--- src/rtl/dds_phase_accumulator.sv ---
// dds_phase_accumulator: DDS phase accumulator feeding the sine ROM address, phase-continuous FTW update at wrap.
// Optional LFSR phase dither is compiled in with DDS_DITHER_EN.
module dds_phase_accumulator #(
  parameter int unsigned ACC_W = 32,
  parameter int unsigned ADDR_W = 11,
  parameter logic [ACC_W-1:0] FTW_RST = 32'h0020_0000
) (
  input  logic              Fg_CLK,
  input  logic              RESETn,
  input  logic              enable,
  input  logic              sync_clr,
  input  logic [ACC_W-1:0]  ftw_in,
  input  logic              ftw_valid,
  output logic              ftw_ready,
  input  logic [ADDR_W-1:0] phase_ofs,
  output logic [ADDR_W-1:0] Address,
  output logic              addr_valid,
  output logic              wrap
);
  typedef enum logic {IDLE, PENDING} state_t;
  state_t state, state_nxt;
  logic [ACC_W-1:0] acc, ftw_act, ftw_pend, acc_d;
  logic [ACC_W:0] acc_sum;
  logic adv, carry, accept, apply;
  assign acc_sum = {1'b0, acc} + {1'b0, ftw_act};
  assign carry = acc_sum[ACC_W];
  assign adv = !sync_clr && enable;
  assign accept = ftw_valid && ftw_ready;
  // a pending word is applied at the next wrap, or immediately by a sync clear
  assign apply = (state == PENDING) && (sync_clr || (adv && carry));
`ifdef DDS_DITHER_EN
  logic [22:0] lfsr;
  always_ff @(posedge Fg_CLK or negedge RESETn)
    if (!RESETn) lfsr <= 23'h000001;
    else if (adv) lfsr <= {lfsr[21:0], lfsr[22] ^ lfsr[17]};
  assign acc_d = acc + ACC_W'(lfsr[ACC_W-ADDR_W-1:0]);
`else
  assign acc_d = acc;
`endif
  always_ff @(posedge Fg_CLK or negedge RESETn)
    if (!RESETn) state <= IDLE;
    else state <= state_nxt;
  always_comb
    state_nxt = (state == IDLE) ? (accept ? PENDING : IDLE) : (apply ? IDLE : PENDING);
  always_comb
    ftw_ready = (state == IDLE);
  always_ff @(posedge Fg_CLK or negedge RESETn)
    if (!RESETn) begin
      acc <= '0;
      ftw_act <= FTW_RST;
      ftw_pend <= '0;
      Address <= '0;
      addr_valid <= 1'b0;
      wrap <= 1'b0;
    end else begin
      acc <= sync_clr ? '0 : adv ? acc_sum[ACC_W-1:0] : acc;
      ftw_act <= apply ? ftw_pend : ftw_act;
      ftw_pend <= accept ? ftw_in : ftw_pend;
      Address <= adv ? acc_d[ACC_W-1 -: ADDR_W] + phase_ofs : Address;
      addr_valid <= adv;
      wrap <= adv && carry;
    end
endmodule

--- config.mk ---
export PLATFORM = sky130hd
export DESIGN_NAME = dds_phase_accumulator
export DESIGN_NICKNAME = d
export VERILOG_FILES = /design/src/rtl/dds_phase_accumulator.sv
export SDC_FILE = /design/constraint.sdc
export NUM_CORES = 1
export LEC_CHECK = 0
export ABC_CLOCK_PERIOD_IN_PS = 2980
export BUFFER_PORTS_ARGS = -buffer_cell sky130_fd_sc_hd__buf_2
export CELL_PAD_IN_SITES_DETAIL_PLACEMENT = 0
export CELL_PAD_IN_SITES_GLOBAL_PLACEMENT = 2
export CORE_MARGIN = 2
export CORE_UTILIZATION = 35
export CTS_CLUSTER_DIAMETER = 40
export DETAILED_ROUTE_END_ITERATION = 10
export GPL_TIMING_DRIVEN = 0
export PLACE_DENSITY = 0.79
export SYNTH_ARGS = -nofsm -noshare
export SYNTH_HDL_FRONTEND = slang
export SYNTH_SLANG_ARGS = --single-unit
--- constraint.sdc ---
create_clock -name Fg_CLK -period 2.98 [get_ports Fg_CLK]
set_clock_uncertainty 0.15 [all_clocks]
set_input_delay 0.149 -clock Fg_CLK [delete_from_list [all_inputs] [get_ports Fg_CLK]]
set_output_delay 0.149 -clock Fg_CLK [all_outputs]
set_load 0.1 [all_outputs]
==> run_results.csv, run 1 <==
group,metric,value,unit
power_and_ir_drop,p_int,5.30,mW
worst_setup_path,crit_arrival,3.11,ns
grt,use_met3,3.85,%
die,io_pins,62,
worst_setup_path,cp.required,3.07,ns
timing,worst_slew_pin_slew,0.756,ns
worst_setup_path,crit_fanout,5,
power_and_ir_drop,power_density,1210,nW/um^2
worst_setup_path,max_stage_delay,0.41,ns
worst_hold_path,hold_class,"input pin to flop",
power_and_ir_drop,switching_share,44.2,%
grt,antenna_found_initial,1,
die,dieArea,18700,sq um
grt,grt_max_degree,74,
timing,finalCritPeriodShare,101,%
timing,setup_viol,14,
yosys,syn-num-nets,685,
yosys,ys_ff_latch,110,
placement,gp_congestion,0.872,
worst_setup_path,critPathSlowestCell,"dfrtp_1",
routing,ant_nets,0,
die,row_count,48,
clock_tree,clock_sinks,110,
routing,vias,4973,
run,cap_violations,0,
die,die_w,137,um
worst_setup_path,worstReg2RegEnd,"ftw_act[20]",
clock_tree,htree_levels,3,
worst_setup_path,worstPathCellList,"ha_4 > fa_2 > a211oi_4 > o21ai_2 > nand4_1 > a31oi_4 > and4_4 > o31ai_4 > buf_6 > clkbuf_16 > mux2_4",
grt,first_global_vias,5126,
grt,grt_pass1_wl,25.7,mm
grt,grtUsageMet2,29.3,%
yosys,synth_cells,593,
clock_tree,cts_tree,"built",
die,coreArea,17200,sq um
grt,use_met1,23.3,%
yosys,async_reset_ff_share,100,%
timing,finalHoldViolations,0,
yosys,syn_area_per_cell,10.4,sq um
power_and_ir_drop,ir_drop,0.622,mV
grt,grt.total_usage,17.7,%
cells_and_area,layout-drive-gt1-share,25.3,%
timing,relSlewSlack,49.6,%
cells_and_area,fin_util,45.6,%
worst_setup_path,worstSetupPathDepth,11,
cells_and_area,syn_to_final_growth,27.6,%
run_status,violations,"negative setup slack",
worst_setup_path,path_class,"flop to flop",
timing,fin_hold_ws,0.0829,ns
power_and_ir_drop,p_switching,4.19,mW
worst_setup_path,cp_top_family,"compound AO/OA/AOI/OAI gates",
routing,drt_iter0_markers,192,
die,start_util,35.7,%
worst_setup_path,regToRegSetupSlack,-0.04,ns
timing,min_period,3.02,ns
worst_setup_path,critPathCaptureType,"flop",
placement,dp_hpwl,11.3,mm
clock_tree,clk_transition_reported_paths,0.07,ns
worst_setup_path,reg2reg_depth,11,
yosys,yosysUniqueCellTypes,53,
timing,rsz0062_at_grt,"true",
worst_hold_path,hold_start,"phase_ofs[9]",
power_and_ir_drop,leakage,3.65,nW
clock_tree,numCtsBuffers,9,
placement,dpl_cell_area,6790,sq um
yosys,syn_area,6160,sq um
routing,drt-total-wl,15.8,mm
timing,report.final.slew_viol_count,0,
timing,fmax,0.331,GHz
yosys,ys.flop_type,"dfrtp_1",
clock_tree,clock_latency,0.35,ns
cells_and_area,nNetsFinal,809,
worst_setup_path,cp_num_buf_inv,2,
routing,drt_first_pass_iters,4,
grt,grt-busiest-layer,"met2",
placement,port_buffers,61,
routing,via_per_inst,5.25,
worst_hold_path,worstHoldEndpoint,"Address[10]",
yosys,ys_seq_area_share,44.7,%
cells_and_area,final_area,7860,sq um
worst_hold_path,min_path_cells,4,
clock_tree,root_buffer,"clkbuf_16",
routing,drc,0,
run_status,status,"finished, violations left",
worst_setup_path,r2r-start,"ftw_act[0]",
power_and_ir_drop,clkPwrFrac,12.7,%
worst_setup_path,critPathLaunchType,"flop",
timing,worst_slack,-0.0421,ns
clock_tree,clk_path_buf_depth,2,
grt,overflow,0,
power_and_ir_drop,pwr-share-comb,59.1,%
yosys,yosysWarnings,0,
power_and_ir_drop,power_frac_seq,28.2,%
routing,routedWlPerCell,16.7,um
yosys,synth_edf_count,0,
die,die_h,137,um
==> layout by cell type, fill, tap and decap left out, types with 4 or more instances in the layout <==
master           n
clkbuf_1         8
dfrtp_1        109
clkbuf_16       11
mux2_2          33
buf_2           62
mux2_4          31
inv_1           15
buf_6            4
ha_1            40
o21a_1           4
xor2_1          15
a21oi_2          4
clkinv_2         4
xnor2_1         12
mux2i_1         10
or3_1            4
a21oi_1         44
nand2_1         53
buf_4           11
a31oi_1          6
nand2b_1         4
nand4_1         11
o21bai_1         6
a21o_1          11
nand3_1         14
o21ai_1          4
buf_1            7
o21ai_0         42
a211oi_1         9
dlygate4sd3_1   36
nor2_1          37
nor3_1          10
==> logic make-up after synthesis <==
family / after synthesis / synth area share, %
buf+inv: 38 / 2.74
simple gates: 145 / 10.8
xor+xnor: 27 / 3.84
mux: 74 / 13.3
compound gates: 155 / 15.4
fa+ha+maj: 44 / 9.18
flops: 110 / 44.7
==> worst reg2reg max path, stage by stage (launching register included) <==
cell and delay (ns):
dfrtp_1 0.41, ha_4 0.18, fa_2 0.37, a211oi_4 0.28, o21ai_2 0.11, nand4_1 0.18
a31oi_4 0.12, and4_4 0.21, o31ai_4 0.22, buf_6 0.21, clkbuf_16 0.18, mux2_4 0.30
==> per-layer routing <==
layer | part of all wire (%) | up-vias
li1 | - | 2408
met2 | 47 | 90
met1 | 48 | 2461
met5 | 0 | -
met3 | 3.6 | 14
met4 | 1.3 | 0
==> how the worst max path moves through the flow <==
stage	startpoint	to	slack, ns
floorplan	acc[0]	ftw_act[10]	0.06
global placement	acc[0]	ftw_act[18]	-0.41
detailed placement	acc[0]	ftw_act[16]	-0.46
CTS	ftw_act[0]	ftw_act[4]	-0.08
global route	ftw_act[0]	ftw_act[16]	-0.12
finish	ftw_act[0]	ftw_act[20]	-0.04
==> stage by stage <==
stage	total power, mW	TNS (ns)	cells	setup WS (ns)
floorplan	6.49	0	593	0.0636
global placement	7.46	-12.45	879	-0.415
detailed placement	7.59	-13.65	880	-0.458
CTS	9.24	-1.74	943	-0.0811
global route	10.3	-2.33	947	-0.120
finish	9.49	-0.319	948	-0.0421
==> state kept, by name, summed over array words and instances, names as in the netlist <==
name / count
ftw_act: 32
addr_valid: 1
acc: 32
state: 1
Address: 11
ftw_pend: 32
wrap: 1
==> synthesized netlist by cell type, types with 11 or more instances <==
master | count | area share, %
nor2_1 | 37 | 2.3
xnor2_1 | 12 | 1.7
dfrtp_1 | 109 | 44
mux2_2 | 62 | 11
ha_1 | 42 | 8.5
a21oi_1 | 48 | 3.9
inv_1 | 15 | 0.91
xor2_1 | 15 | 2.1
nand4_1 | 11 | 1.1
a21o_1 | 11 | 1.3
o21ai_0 | 46 | 3.7
nand3_1 | 14 | 1.1
nand2_1 | 53 | 3.2
==> repair_timing <==
item	CTS	global route
hold endpoints to repair	144	0
gates cloned	1	2
hold buffers	36	0
pin swaps	6	6
resized for setup	33	29
setup endpoints to repair	35	40
buffers inserted	10	4
==> power groups by stage <==
stage / combinational (mW) / clock, mW / sequential, mW
after floorplan: 3.42 / 0 / 3.07
after global placement: 4.80 / 0 / 2.66
after detailed placement: 4.90 / 0 / 2.69
after CTS: 5.31 / 1.25 / 2.68
after global routing: 6.20 / 1.30 / 2.78
final: 5.61 / 1.20 / 2.68
==> layout make-up <==
type / count / area, sq um
Sequential cell: 110 / 2750
Buffer: 21 / 126
Tap cell: 225 / 282
Fill cell: 1689 / 9380
Clock inverter: 7 / 65.1
Antenna cell: 1 / 2.50
Multi-Input combinational cell: 445 / 3450
Inverter: 15 / 56.3
Timing Repair Buffer: 115 / 893
Clock buffer: 9 / 225
Note: power is estimated with default switching activity, not from simulation.
==> run 2, diff against run 1 <==
--- a/config.mk
+++ b/config.mk
@@ -15,6 +15,7 @@
 export DETAILED_ROUTE_END_ITERATION = 10
 export GPL_TIMING_DRIVEN = 0
 export PLACE_DENSITY = 0.79
+export SKIP_LAST_GASP = 1
 export SYNTH_ARGS = -nofsm -noshare
 export SYNTH_HDL_FRONTEND = slang
 export SYNTH_SLANG_ARGS = --single-unit
==> run 2 against run 1 <==
Against the previous run:
- the flow still finishes with violations (negative setup slack)
- global-route usage is 0.11 points lower
- highest routed layer unchanged
- clock-buffer cell count unchanged
- fmax increased by 0.97%
- via count fell by 0.28%
- wire length fell by 1.1%
==> run_results.csv, run 2 (same netlist as run 1, synthesis figures left out) <==
group,metric,value,unit
worst_setup_path,cp_top_family,"compound AO/OA/AOI/OAI gates",
timing,finalHoldViolations,0,
worst_setup_path,crit_arrival,3.08,ns
power_and_ir_drop,ir_drop,0.623,mV
power_and_ir_drop,leakage,3.59,nW
placement,gp_congestion,0.872,
timing,relSlewSlack,49.5,%
worst_setup_path,cp.required,3.07,ns
placement,port_buffers,61,
timing,fin_hold_ws,0.0861,ns
die,coreArea,17200,sq um
die,dieArea,18700,sq um
clock_tree,clock_sinks,110,
timing,rsz0062_at_grt,"true",
routing,routedWlPerCell,16.5,um
routing,drt_iter0_markers,182,
clock_tree,clock_latency,0.35,ns
routing,vias,4959,
routing,ant_nets,0,
worst_setup_path,critPathCaptureType,"flop",
cells_and_area,nNetsFinal,809,
routing,drt-total-wl,15.6,mm
grt,antenna_found_initial,1,
placement,dp_slack,-0.458,ns
die,io_pins,62,
grt,grt_max_degree,74,
grt,grt.total_usage,17.6,%
worst_setup_path,worstPathCellList,"ha_4 > fa_2 > a211oi_4 > o21ai_2 > nand4_1 > a31oi_4 > and4_4 > o31ai_4 > buf_6 > buf_12 > mux2_2",
cells_and_area,syn_to_final_growth,26.7,%
timing,finalCritPeriodShare,100,%
cells_and_area,final_area,7800,sq um
clock_tree,clk_path_buf_depth,2,
run_status,violations,"negative setup slack",
timing,fmax,0.334,GHz
cells_and_area,fillers,1691,
routing,via_per_inst,5.23,
cells_and_area,final_cell_mix,"dfrtp_1, buf_2, nand2_1",
worst_setup_path,critPathSlowestCell,"dfrtp_1",
die,start_util,35.7,%
worst_setup_path,path_class,"flop to flop",
grt,overflow,0,
die,row_count,48,
worst_setup_path,crit_fanout,10,
routing,drt_first_pass_iters,4,
timing,worst_slew_pin_slew,0.758,ns
placement,dp_hpwl,11.3,mm
worst_hold_path,hold_class,"input pin to flop",
worst_setup_path,cp_num_buf_inv,2,
clock_tree,htree_levels,3,
routing,drc,0,
clock_tree,root_buffer,"clkbuf_16",
die,die_w,137,um
timing,worst_slack,-0.0132,ns
die,die_h,137,um
cells_and_area,reg_top3,"acc (32), ftw_act (32), ftw_pend (32)",
grt,first_global_vias,5120,
power_and_ir_drop,power_density,1200,nW/um^2
run,cap_violations,0,
grt,grt_pass1_wl,25.5,mm
placement,dpl_cell_area,6790,sq um
cells_and_area,layout-drive-gt1-share,25.5,%
run_status,status,"finished, violations left",
worst_setup_path,critPathLaunchType,"flop",
cells_and_area,layout_commonest_cell,"dfrtp_1",
clock_tree,numCtsBuffers,9,
worst_setup_path,max_stage_delay,0.41,ns
timing,report.final.slew_viol_count,0,
timing,setup_viol,8,
clock_tree,cts_tree,"built",
timing,min_period,2.99,ns
power_and_ir_drop,fin_total_pwr,9.39,mW
clock_tree,clk_transition_reported_paths,0.07,ns
-- run 2: cell count changes in the layout (fill, tap and decap cells not counted) --
cell / delta
a21oi_1: -1
mux2_4: -11
mux2_2: +11
buf_4: +1
clkbuf_16: -1
a21oi_2: +1
-- run 2: timing repair --
| action | 4_1_cts | 5_1_grt |
|---|---|---|
| pin swaps | 6 | 6 |
| resized for setup | 23 | 29 |
| hold buffers | 36 | 0 |
| buffers inserted | 10 | 5 |
| endpoints found under the setup margin | 35 | 40 |
| endpoints found under the hold margin | 144 | 0 |
| cloned | 1 | 1 |
-- run 2: layout make-up --
class,count,area [sq um],area share [%]
Buffer,21,126,1.62
Clock buffer,9,225,2.89
Clock inverter,7,65.1,0.834
Tap cell,225,282,3.61
Multi-Input combinational cell,445,3420,43.8
Sequential cell,110,2750,35.3
Inverter,15,56.3,0.722
Timing Repair Buffer,115,876,11.2
Antenna cell,1,2.50,0.0321
-- run 2: report_power, final --
group | internal, mW | total, mW | switching, mW
clock network | 0.647 | 1.21 | 0.561
registers | 2.21 | 2.67 | 0.456
logic | 2.36 | 5.51 | 3.15
total | 5.22 | 9.39 | 4.16
-- run 2: through the flow --
step,utilization [%],TNS [ns],cells
after floorplan,-,0,593
after global placement,39.2,-12.45,879
after detailed placement,39.4,-13.65,880
after CTS,44.3,-1.88,943
after global routing,45.3,-2.04,947
final,45.3,-0.0451,948
-- run 2: path summary, 6_finish.rpt --
kind                         startpoint     endpoint  slack, ns  cells after the start
hold / removal             phase_ofs[9]  Address[10]       0.09                      4
setup / recovery             ftw_act[0]  ftw_act[16]      -0.01                     11
setup reg to reg             ftw_act[0]  ftw_act[16]      -0.01                     11
min in group asynchronous        RESETn   addr_valid       0.12                      2
hold reg to reg              Address[9]   Address[9]       0.32                      2
max in group asynchronous        RESETn       acc[0]       1.86                      3
-- run 2: worst reg2reg max path, stage by stage, from the launching register on --
cell	delay [ns]
dfrtp_1	0.41
ha_4	0.17
fa_2	0.37
a211oi_4	0.28
o21ai_2	0.11
nand4_1	0.18
a31oi_4	0.12
and4_4	0.21
o31ai_4	0.22
buf_6	0.18
buf_12	0.14
mux2_2	0.34
-- run 2: routing by layer --
metal	share of wire (%)	track usage [%]
met1	48	23.1
met2	47	29.2
met3	3.8	3.85
met4	1.4	4.86
met5	0	0
